### src/rtl/sn76489_psg.sv
// SN76489-style sound generator: three square-wave tones, one LFSR noise channel and
// 4-bit log attenuation, mixed to 12 bits and presented as raw byte, PWM and serial DAC stream.
module sn76489_psg #(
   parameter int PWM_BITS = 8
) (
   input  logic       wb_clk_i,
   input  logic       rst_n,
   input  logic [7:0] data_in,
   input  logic       we_n,
   output logic [7:0] raw_sample,
   output logic [4:0] pwm,
   output logic       dac_dat,
   output logic       dac_clk,
   output logic       dac_le
);

   typedef enum logic [1:0] {
      DAC_IDLE   = 2'd0,
      DAC_BIT_LO = 2'd1,
      DAC_BIT_HI = 2'd2
   } dac_state_t;

   function automatic logic [9:0] amp_of(input logic [3:0] vol);
      case (vol)
         4'd0:    amp_of = 10'd1023;
         4'd1:    amp_of = 10'd812;
         4'd2:    amp_of = 10'd645;
         4'd3:    amp_of = 10'd512;
         4'd4:    amp_of = 10'd407;
         4'd5:    amp_of = 10'd323;
         4'd6:    amp_of = 10'd256;
         4'd7:    amp_of = 10'd204;
         4'd8:    amp_of = 10'd162;
         4'd9:    amp_of = 10'd128;
         4'd10:   amp_of = 10'd102;
         4'd11:   amp_of = 10'd81;
         4'd12:   amp_of = 10'd64;
         4'd13:   amp_of = 10'd51;
         4'd14:   amp_of = 10'd40;
         default: amp_of = 10'd0;
      endcase
   endfunction

   logic [1:0]          latch_ch_r;
   logic                latch_vol_r;
   logic [2:0][9:0]     period_r;
   logic [3:0][3:0]     vol_r;
   logic [2:0][9:0]     tone_cnt_r;
   logic [2:0]          tone_out_r;
   logic [2:0]          noise_ctrl_r;
   logic [15:0]         lfsr_r;
   logic [7:0]          noise_div_r;
   logic [11:0]         mix_r;
   logic [PWM_BITS-1:0] pwm_cnt_r;
   logic [4:0]          pwm_r;

   logic [1:0]          wr_ch_s;
   logic                wr_vol_s;
   logic                noise_wr_s;
   logic [2:0]          tone_hit_s;
   logic                noise_shift_s;
   logic                noise_fb_s;
   logic [3:0]          chan_out_s;
   logic [3:0][9:0]     amp_s;
   logic [11:0]         mix_s;
   logic [4:0]          pwm_s;

   dac_state_t          dac_state_r, dac_state_s;
   logic [11:0]         dac_shift_r, dac_shift_s;
   logic [3:0]          dac_idx_r, dac_idx_s;
   logic [11:0]         last_sent_r, last_sent_s;
   logic                dac_dat_r, dac_dat_s;
   logic                dac_clk_r, dac_clk_s;
   logic                dac_le_r, dac_le_s;

   assign chan_out_s = {lfsr_r[0], tone_out_r};

   // Write decode, tone compares, noise clocking and next mix/PWM values
   always_comb begin
      wr_ch_s       = latch_ch_r;
      wr_vol_s      = latch_vol_r;
      tone_hit_s    = 3'b000;
      noise_shift_s = 1'b0;
      mix_s         = 12'd0;
      pwm_s         = 5'b00000;
      if (data_in[7]) begin
         wr_ch_s  = data_in[6:5];
         wr_vol_s = data_in[4];
      end else begin
         wr_ch_s  = latch_ch_r;
         wr_vol_s = latch_vol_r;
      end
      noise_wr_s = !we_n && !wr_vol_s && (wr_ch_s == 2'd3);
      for (int i = 0; i < 3; i++) begin
         tone_hit_s[i] = (period_r[i] != 10'd0) && (tone_cnt_r[i] >= period_r[i] - 10'd1);
      end
      case (noise_ctrl_r[1:0])
         2'b00:   noise_shift_s = (noise_div_r[5:0] == 6'h3F);
         2'b01:   noise_shift_s = (noise_div_r[6:0] == 7'h7F);
         2'b10:   noise_shift_s = (noise_div_r == 8'hFF);
         default: noise_shift_s = tone_hit_s[2];
      endcase
      noise_fb_s = noise_ctrl_r[2] ? (lfsr_r[0] ^ lfsr_r[3]) : lfsr_r[0];
      for (int i = 0; i < 4; i++) begin
         amp_s[i] = amp_of(vol_r[i]);
         if (chan_out_s[i]) begin
            mix_s = mix_s + {2'b00, amp_s[i]};
         end else begin
            mix_s = mix_s;
         end
         pwm_s[i] = chan_out_s[i] && (pwm_cnt_r < amp_s[i][9 -: PWM_BITS]);
      end
      pwm_s[4] = (pwm_cnt_r < mix_r[11 -: PWM_BITS]);
   end

   // Register file, tone counters and noise LFSR
   always_ff @(posedge wb_clk_i) begin
      if (!rst_n) begin
         latch_ch_r   <= 2'd0;
         latch_vol_r  <= 1'b0;
         period_r     <= {3{10'd0}};
         vol_r        <= {4{4'hF}};
         tone_cnt_r   <= {3{10'd0}};
         tone_out_r   <= 3'b000;
         noise_ctrl_r <= 3'd0;
         lfsr_r       <= 16'h8000;
         noise_div_r  <= 8'd0;
      end else begin
         noise_div_r <= noise_div_r + 8'd1;
         for (int i = 0; i < 3; i++) begin
            if (tone_hit_s[i]) begin
               tone_cnt_r[i] <= 10'd0;
               tone_out_r[i] <= ~tone_out_r[i];
            end else begin
               tone_cnt_r[i] <= tone_cnt_r[i] + 10'd1;
            end
            if (!we_n && !wr_vol_s && (wr_ch_s == 2'(i))) begin
               if (data_in[7]) begin
                  period_r[i][3:0] <= data_in[3:0];
               end else begin
                  period_r[i][9:4] <= data_in[5:0];
               end
            end
         end
         for (int i = 0; i < 4; i++) begin
            if (!we_n && wr_vol_s && (wr_ch_s == 2'(i))) begin
               vol_r[i] <= data_in[3:0];
            end
         end
         if (!we_n && data_in[7]) begin
            latch_ch_r  <= data_in[6:5];
            latch_vol_r <= data_in[4];
         end
         // A control write restarts the LFSR even if a shift was due this cycle
         if (noise_wr_s) begin
            noise_ctrl_r <= data_in[2:0];
            lfsr_r       <= 16'h8000;
         end else if (noise_shift_s) begin
            lfsr_r <= {noise_fb_s, lfsr_r[15:1]};
         end
      end
   end

   // Registered mix, PWM ramp and PWM comparator outputs
   always_ff @(posedge wb_clk_i) begin
      if (!rst_n) begin
         mix_r     <= 12'd0;
         pwm_cnt_r <= {PWM_BITS{1'b0}};
         pwm_r     <= 5'b00000;
      end else begin
         mix_r     <= mix_s;
         pwm_cnt_r <= pwm_cnt_r + {{(PWM_BITS-1){1'b0}}, 1'b1};
         pwm_r     <= pwm_s;
      end
   end

   // DAC serialiser next state: LE low with MSB, then two cycles per bit, latch on LE rise
   always_comb begin
      dac_state_s = dac_state_r;
      dac_shift_s = dac_shift_r;
      dac_idx_s   = dac_idx_r;
      last_sent_s = last_sent_r;
      dac_dat_s   = dac_dat_r;
      dac_clk_s   = dac_clk_r;
      dac_le_s    = dac_le_r;
      case (dac_state_r)
         DAC_IDLE: begin
            if (mix_r != last_sent_r) begin
               dac_shift_s = mix_r;
               dac_idx_s   = 4'd11;
               dac_dat_s   = mix_r[11];
               dac_clk_s   = 1'b0;
               dac_le_s    = 1'b0;
               dac_state_s = DAC_BIT_LO;
            end else begin
               dac_clk_s = 1'b0;
               dac_le_s  = 1'b1;
            end
         end
         DAC_BIT_LO: begin
            dac_clk_s   = 1'b1;
            dac_state_s = DAC_BIT_HI;
         end
         DAC_BIT_HI: begin
            if (dac_idx_r == 4'd0) begin
               dac_clk_s   = 1'b0;
               dac_le_s    = 1'b1;
               last_sent_s = dac_shift_r;
               dac_state_s = DAC_IDLE;
            end else begin
               dac_idx_s   = dac_idx_r - 4'd1;
               dac_dat_s   = dac_shift_r[dac_idx_r - 4'd1];
               dac_clk_s   = 1'b0;
               dac_state_s = DAC_BIT_LO;
            end
         end
         default: begin
            dac_clk_s   = 1'b0;
            dac_le_s    = 1'b1;
            dac_state_s = DAC_IDLE;
         end
      endcase
   end

   // DAC serialiser state register
   always_ff @(posedge wb_clk_i) begin
      if (!rst_n) begin
         dac_state_r <= DAC_IDLE;
         dac_shift_r <= 12'd0;
         dac_idx_r   <= 4'd0;
         last_sent_r <= 12'd0;
         dac_dat_r   <= 1'b0;
         dac_clk_r   <= 1'b0;
         dac_le_r    <= 1'b1;
      end else begin
         dac_state_r <= dac_state_s;
         dac_shift_r <= dac_shift_s;
         dac_idx_r   <= dac_idx_s;
         last_sent_r <= last_sent_s;
         dac_dat_r   <= dac_dat_s;
         dac_clk_r   <= dac_clk_s;
         dac_le_r    <= dac_le_s;
      end
   end

   assign raw_sample = mix_r[11:4];
   assign pwm        = pwm_r;
   assign dac_dat    = dac_dat_r;
   assign dac_clk    = dac_clk_r;
   assign dac_le     = dac_le_r;

endmodule

### config.mk
export PLATFORM = sky130hd
export DESIGN_NAME = sn76489_psg
export DESIGN_NICKNAME = d
export VERILOG_FILES = /design/src/rtl/sn76489_psg.sv
export SDC_FILE = /design/constraint.sdc
export NUM_CORES = 1
export LEC_CHECK = 0
export CORE_MARGIN = 3
export CORE_UTILIZATION = 56
export CTS_CLUSTER_DIAMETER = 120
export CTS_CLUSTER_SIZE = 10
export DETAILED_ROUTE_END_ITERATION = 6
export MAX_ROUTING_LAYER = met4
export PLACE_DENSITY = 0.73
export SYNTH_ARGS = -nofsm -noshare
export SYNTH_HDL_FRONTEND = slang
export SYNTH_SLANG_ARGS = --single-unit
### constraint.sdc
create_clock -name wb_clk_i -period 12.45 [get_ports wb_clk_i]
set_clock_uncertainty 0.15 [all_clocks]
set_input_delay 2.49 -clock wb_clk_i [delete_from_list [all_inputs] [get_ports wb_clk_i]]
set_output_delay 2.49 -clock wb_clk_i [all_outputs]
set_load 0.02 [all_outputs]
==> Word level (Yosys, flattened, before mapping) <==
Memory sizes are Yosys's and may differ from the RTL's. A register that Yosys moved wholly into a read port is not among the register bits.
Cells that the tools add are included.
{ "totals": {"regBits": 167, "romBits": 640, "input_bits": 11, "output_inout_bits": 16, "word_cells": 150, "memories": 4} }
{ "classes": {"add_sub_neg": 12, "magnitude_cmp": 9, "eq_ne": 14, "n_mux": 31, "n_bitwise": 7, "reduce_logical": 42} }
{ "mem_list": {"columns": ["memory", "words", "width", "rd", "rd_clocked_by_memory_dff", "wr", "line", "rtl"], "rows": [
  ["(name not given)", 16, 10, 1, 1, 0, "24", "case (vol)"],
  ["(name not given)", 16, 10, 1, 1, 0, "24", null],
  ["(name not given)", 16, 10, 1, 1, 0, "24", null],
  ["(name not given)", 16, 10, 1, 1, 0, "24", null]
]} }
{ "ops": {"columns": ["op", "count"], "rows": [
  ["8-bit < comparator", 5],
  ["4-bit two-way mux", 10],
  ["12-bit by 10-bit adder with 12-bit output", 3],
  ["12-bit two-way mux", 3],
  ["10-bit by 1-bit adder with 10-bit output, second input constant", 3],
  ["10-bit greater-or-equal comparator", 3],
  ["10-bit nonzero test", 3],
  ["10-bit by 1-bit subtractor with 10-bit output, second input constant", 3],
  ["1-bit logical AND", 18],
  ["2-bit AND reduction", 9],
  ["8-bit by 1-bit adder with 8-bit output, second input constant", 2],
  ["12-bit != test", 1],
  ["10-bit two-way mux", 1],
  ["1-bit two-way mux", 9],
  ["2-bit == test, second input constant", 4],
  ["8-bit == test, second input constant", 1],
  ["4-bit one-hot mux with 2 select lines", 1],
  ["2-bit OR reduction", 4],
  ["7-bit == test, second input constant", 1],
  ["2-bit by 1-bit == test with 1-bit output, second input constant", 3],
  ["6-bit == test, second input constant", 1],
  ["2-bit zero test", 3],
  ["2-bit != test, second input constant", 3],
  ["1-bit inverter", 6],
  ["other kinds (12)", 15]
]} }

==> Logic depth before layout (Yosys ltp) <==
Gate-level depths: netlist (run 1).
{ "depth": {"depth_word": 7, "depth_mapped": 27} }

==> Worst setup path before layout (run 1) <==
OpenSTA, ideal clock, no wires.
{ "synth_path": {"path_kind": "flip-flop to flip-flop", "startpoint": "register tone_out_r[0]", "endpoint": "register mix_r[10]", "setup_ps": 74, "t_arrival_ps": 5278, "required_ps": 12226, "setup_slack_ps": 6948, "stages_incl_launch_ff": 26, "cell_sequence": "dfxtp_1 -> buf_2 -> clkbuf_1 -> and2_1 -> ha_1 -> inv_1 -> fa_1 -> nand2b_1 -> maj3_1 -> and3_1 -> o21ai_0 -> xnor2_1 -> inv_1 -> ha_1 -> o21ai_0 -> a21oi_1 -> or3_1 -> nand3_1 -> nand3_1 -> ha_1 -> or4_1 -> o21ai_0 -> o21ai_0 -> o21a_1 -> or3_1 -> o21ai_0"} }
{ "synth_via": {"elab_chain_len": 7} }
{ "synth_lines": {"columns": ["element", "line", "rtl"], "rows": [
  ["start: declaration", "49", "logic [2:0] tone_out_r;"],
  ["start signal: indexed assignment", "133", "tone_out_r[i] <= ~tone_out_r[i];"],
  ["10-bit two-way mux (*)", "106", "if (chan_out_s[i]) begin"],
  ["12-bit by 10-bit adder with 12-bit output", "107", "mix_s = mix_s + {2'b00, amp_s[i]};"],
  ["12-bit two-way mux (*)", "106", null],
  ["12-bit by 10-bit adder with 12-bit output", "107", null],
  ["12-bit two-way mux (*)", "106", null],
  ["12-bit by 10-bit adder with 12-bit output", "107", null],
  ["12-bit two-way mux (*)", "106", null],
  ["end signal: assignment", "171", "mix_r <= mix_s;"],
  ["end: declaration", "53", "logic [11:0] mix_r;"]
]} }
Every way passes the cells marked *; elsewhere a longest branch is shown, timed or not.
A chain may end at the register's enable or synchronous reset.

==> Final worst setup path (run 1) <==
Ends and elaborated chain as after synthesis.

==> out/metrics.yaml, run 1 <==
postSynthAreaPerCell_sq_um: 8.57
first_global_vias: 8881
htree_levels: 1
worstSkewPairLatency_ps: 520
dp.cells: 1672
dieArea_sq_um: 23700
rows: 53
area_growth_pct: 7.37
hold_path_class: "flip-flop to flip-flop"
synthesis.area_sq_um: 12200
period_share: 0.488
min_path_cells: 2
cts_buffers: 24
rsz0062_at_grt: "false"
clk_path_buf_depth: 3
crit_cells: 24
gr-total-overflow: 0
drc: 0
grt_pass1_wl_mm: 44.5
synthTopCellsByArea: "dfxtp_1 (34%), ha_1 (12%), mux2i_1 (6.2%), nor2_1 (5.4%), nand2_1 (4.0%)"
path_delay_family: "simple AND/OR/NAND/NOR gates"
slowest_delay_ps: 690
io_pins: 27
start_util: 0.577
yosys_warnings: 0
detail-route-antenna-nets: 0
maxSlewHeadroom: 0.294
start_kind: "flip-flop"
cts.sinks: 207
layout_common_cells: "dfxtp_1 (207), nor2_1 (175), nand2_1 (132), ha_1 (122), inv_1 (86)"
setup_viol: 0
ys_types: 80
ff2ff_path_depth: 24
p_leak_nw: 5.61
post_cts_resize_count: 0
criticalPathCategory: "flip-flop to flip-flop"
seq_area_frac_synth: 0.338
async_reset_ff_frac: 0
maxCapViolCount: 0
status: "completed"
sw_frac_of_total: 0.257
power.share.combinational: 0.112
port_buffers: 26
place.gp.congestion: 0.915
max_slew.worst_pin.slew_ps: 1050
final_common_cell: "dfxtp_1"
p_switching_mw: 0.376
p_clk_frac: 0.407
synth-edff-count: 0
clk_pin_slew_ps: 50
dpl.hpwl_mm: 19.8
end_kind: "flip-flop"
ctsHoldBuffers: 0
drive_gt1_frac: 0.0471
tritoncts: "yes"
crit_slowest_cell: "dfxtp_1"
postCtsSetupBuffers: 0
grt_max_degree: 52
die_w_um: 154
ir_worst_vdd_mv: 0.106
clock.fmax_ghz: 0.164
finalSetupTns_ps: 0
drt_iter0_drc: 545
wirelength_mm: 27.1
dr.pass1.iters: 5
num_vias: 9702
synth_cells: 1429
antenna_found_initial: 1
wl_per_cell_um: 16.0
yosysTopAreaCell: "dfxtp_1"
critPathBufInv: 1
power_frac_seq: 0.481
arrival_ps: 6370
cts-root-buf: "clkbuf_16"
p_per_area_nw_per_um2: 111
cp_cell_sequence: "and2_1 > ha_1 > inv_1 > fa_1 > nand2b_1 > maj3_1 > a222oi_1 > o21ai_1 > xor2_1 > a21oi_1 > ha_1 > or2_2 > o31a_1 > nand2_1 > xnor2_1 > nand2_1 > nand2_1 > ha_1 > or4_1 > o21ai_0 > o21ai_0 > o21a_1 > or3_1 > o21ai_0"
p_int_mw: 1.09
fp.dieH_um: 154
finalMaxSlewViolations: 0
synthFlopType: "dfxtp_1"
finalHoldViolations: 0
synth.top_cell.area_share: 0.338
instances_no_fill: 1699
fillers: 1871
synth_fp_nets: 1565
critical_path.max_fanout: 18
ys_ff_latch: 207
layout.nets: 1559
period_needed_ps: 6080
cp.required_ps: 12740
avgViaCountPerCell: 5.71
grt_use_total: 0.229
core_area_sq_um: 21200
Yosys cell counts (12+ instances only):
master and n:
nand3_1 64, and2_1 16, dfxtp_1 207, nand2_1 132
buf_4 12, clkbuf_1 31, nor2_1 175, inv_1 87
mux2i_1 76, xnor2_1 49, o21ai_0 47, xor2_1 46
a21oi_1 67, nand2b_1 16, or3_1 12, ha_1 122
nor3_1 20, and3_1 16, a21o_1 40
worst reg2reg max path: stages (launching register included):
cell	delay, ps
dfxtp_1	690
and2_1	250
ha_1	170
inv_1	60
fa_1	370
nand2b_1	200
maj3_1	380
a222oi_1	380
o21ai_1	230
xor2_1	190
a21oi_1	180
ha_1	270
or2_2	300
o31a_1	120
nand2_1	80
xnor2_1	80
nand2_1	70
nand2_1	60
ha_1	210
or4_1	520
o21ai_0	270
o21ai_0	190
o21a_1	150
or3_1	300
o21ai_0	140
through the flow:
stage / area (sq um) / worst slack, ps / power (mW) / utilization / hold slack [ps]
finish: 13100 / 6370 / 1.46 / 0.620 / 309
global route: 13100 / 5970 / 1.52 / 0.620 / 334
CTS: 13100 / 6440 / 1.48 / 0.619 / 311
detailed placement: 12500 / 6470 / 0.880 / 0.590 / 302
global placement: 12500 / 6610 / 0.877 / 0.590 / 289
floorplan: 12200 / 6950 / 0.838 / - / 276
flip-flops by register name, summed over array words and instances, names as in the netlist, 3 cells and up:
signal,cells
tone_out_r,3
period_r,30
last_sent_r,12
lfsr_r,16
amp_s,40
mix_r,12
dac_shift_r,12
noise_ctrl_r,3
tone_cnt_r,30
noise_div_r,8
pwm,5
dac_idx_r,4
vol_r,16
pwm_cnt_r,8
final timing paths:
check                start          to  slack (ps)
min reg2reg     lfsr_r[15]  lfsr_r[14]         310
max          tone_out_r[0]   mix_r[10]        6370
min             lfsr_r[15]  lfsr_r[14]         310
max reg2reg  tone_out_r[0]   mix_r[10]        6370
kinds of logic after synthesis:
family,Yosys count,synth area share
XOR/XNOR,95,0.0679
AO/OA/AOI/OAI,257,0.141
AND/OR/NAND/NOR,501,0.189
adder cells (fa/ha/maj),128,0.132
flip-flops,207,0.338
buffers and inverters,156,0.0590
multiplexers,85,0.0732
layout make-up:
class	count	area (sq um)	share of cell area
Multi-Input combinational cell	1066	7380	0.561
Sequential cell	207	4140	0.315
Clock buffer	24	601	0.0457
Inverter	92	350	0.0266
Tap cell	275	344	0.0262
Timing Repair Buffer	32	305	0.0232
Clock inverter	2	21.3	0.00162
Antenna cell	1	2.50	0.000190
power groups by stage:
stage	clock network, mW	logic, mW	registers [mW]
3_3_place_gp	0	0.160	0.718
6_report	0.596	0.163	0.705
3_5_place_dp	0	0.162	0.718
2_1_floorplan	0	0.132	0.705
5_1_grt	0.633	0.182	0.707
4_1_cts	0.609	0.164	0.704
metal layers:
metal,global-route usage,vias to the layer above,share of wire
li1,-,4913,-
met2,0.359,190,0.44
met1,0.322,4556,0.49
met3,0.0310,43,0.048
met4,0.0454,0,0.022
met5,-,-,0
Power figures use the tool's default switching activity.
==> run 2, diff against run 1 <==
Clock period 12.45 ns to 6.19 ns, I/O delays scaled along.
==> out/metrics.yaml, run 2 (synthesis gave the netlist of run 1 again) <==
gr-total-overflow: 0
largest_register_ffs: 40
place.gp.congestion: 0.933
cts.sinks: 207
port_buffers: 26
core_area_sq_um: 21200
avgViaCountPerCell: 5.69
criticalPathCategory: "flip-flop to flip-flop"
ctsHoldBuffers: 0
ir_worst_vdd_mv: 0.174
die_w_um: 154
min_path_cells: 2
rsz0062_at_grt: "false"
end_kind: "flip-flop"
period_needed_ps: 5600
area_growth_pct: 7.79
first_global_vias: 9296
setup_viol: 0
finalHoldViolations: 0
arrival_ps: 5880
dr.pass1.iters: 5
fillers: 1856
antenna_cells: 0
hold_path_class: "flip-flop to flip-flop"
max_slew.worst_pin.slew_ps: 1110
detail-route-antenna-nets: 0
ff2ff_path_depth: 22
final_core_util: 0.622
period_share: 0.905
start_kind: "flip-flop"
dpl.hpwl_mm: 20.0
dieArea_sq_um: 23700
finalMaxSlewViolations: 0
grt_pass1_wl_mm: 45.6
wl_per_cell_um: 15.8
maxCapViolCount: 0
wirelength_mm: 27.0
postCtsSetupBuffers: 0
maxSlewHeadroom: 0.252
final_common_cell: "dfxtp_1"
drive_gt1_frac: 0.0511
rows: 53
cts-root-buf: "clkbuf_16"
clk_path_buf_depth: 3
p_per_area_nw_per_um2: 224
drc: 0
critical_path.max_fanout: 17
finalSetupTns_ps: 0
htree_levels: 1
layout_common_cells: "dfxtp_1 (207), nor2_1 (175), nand2_1 (132), ha_1 (122), inv_1 (86)"
post_cts_resize_count: 0
antenna_found_initial: 0
drt_iter0_drc: 635
p_leak_nw: 5.64
cp.required_ps: 6470
worstSkewPairLatency_ps: 510
tritoncts: "yes"
clock.fmax_ghz: 0.179
grt_use_total: 0.235
status: "completed"
num_vias: 9690
cts_buffers: 24
layout.nets: 1565
fp.dieH_um: 154
grt_max_degree: 44
io_pins: 27
start_util: 0.577
clk_pin_slew_ps: 60
run 2: area by class of cell:
cell class | count | area, sq um | share of cell area
Sequential cell | 207 | 4140 | 0.314
Multi-Input combinational cell | 1066 | 7380 | 0.559
Inverter | 92 | 350 | 0.0265
Clock inverter | 1 | 5.00 | 0.000379
Clock buffer | 25 | 626 | 0.0474
Timing Repair Buffer | 38 | 350 | 0.0265
Tap cell | 275 | 344 | 0.0261
run 2: critical path, cell delays in order, from the launching register on:
cell and delay, ps:
dfxtp_1 330, buf_4 210, nand2_1 130, fa_1 430
nand2b_1 190, maj3_1 380, and3_1 190, o21ai_0 200
xnor2_1 170, inv_1 70, ha_1 350, o21ai_0 250
a21oi_1 120, or3_1 330, nand3_1 90, nand3_1 90
ha_1 230, or4_1 540, o21ai_0 280, o21ai_0 200
o21a_1 160, or3_1 290, o21ai_0 130
run 2: metal layers:
metal  routed length, um  GRT usage  up-vias
met5                   0          -        -
li1                    -          -     4924
met3                1540     0.0360       44
met2               12000      0.362      224
met1               12800      0.325     4498
met4                 627     0.0601        0
run 2: where the power goes:
group | switching [mW] | internal, mW | total [mW]
Sequential | 0.0383 | 1.37 | 1.40
Combinational | 0.202 | 0.145 | 0.347
Clock | 0.501 | 0.704 | 1.20
Total | 0.741 | 2.21 | 2.96
run 2: metrics by stage:
step           hold WS [ps]  instance area, sq um  instances  setup WS [ps]  total power [mW]
6_report                302                 13200       1704            590              2.96
3_3_place_gp            287                 12600       1678            770              1.77
5_1_grt                 332                 13200       1704            215              3.07
2_1_floorplan           276                 12200       1429            688              1.68
3_5_place_dp            298                 12600       1678            708              1.78
4_1_cts                 306                 13200       1704            656              2.98
run 2: worst paths after layout:
check	from	end	slack (ps)
setup / recovery	tone_out_r[0]	mix_r[10]	590
hold / removal	lfsr_r[15]	lfsr_r[14]	300
setup reg to reg	tone_out_r[0]	mix_r[10]	590
hold reg to reg	lfsr_r[15]	lfsr_r[14]	300
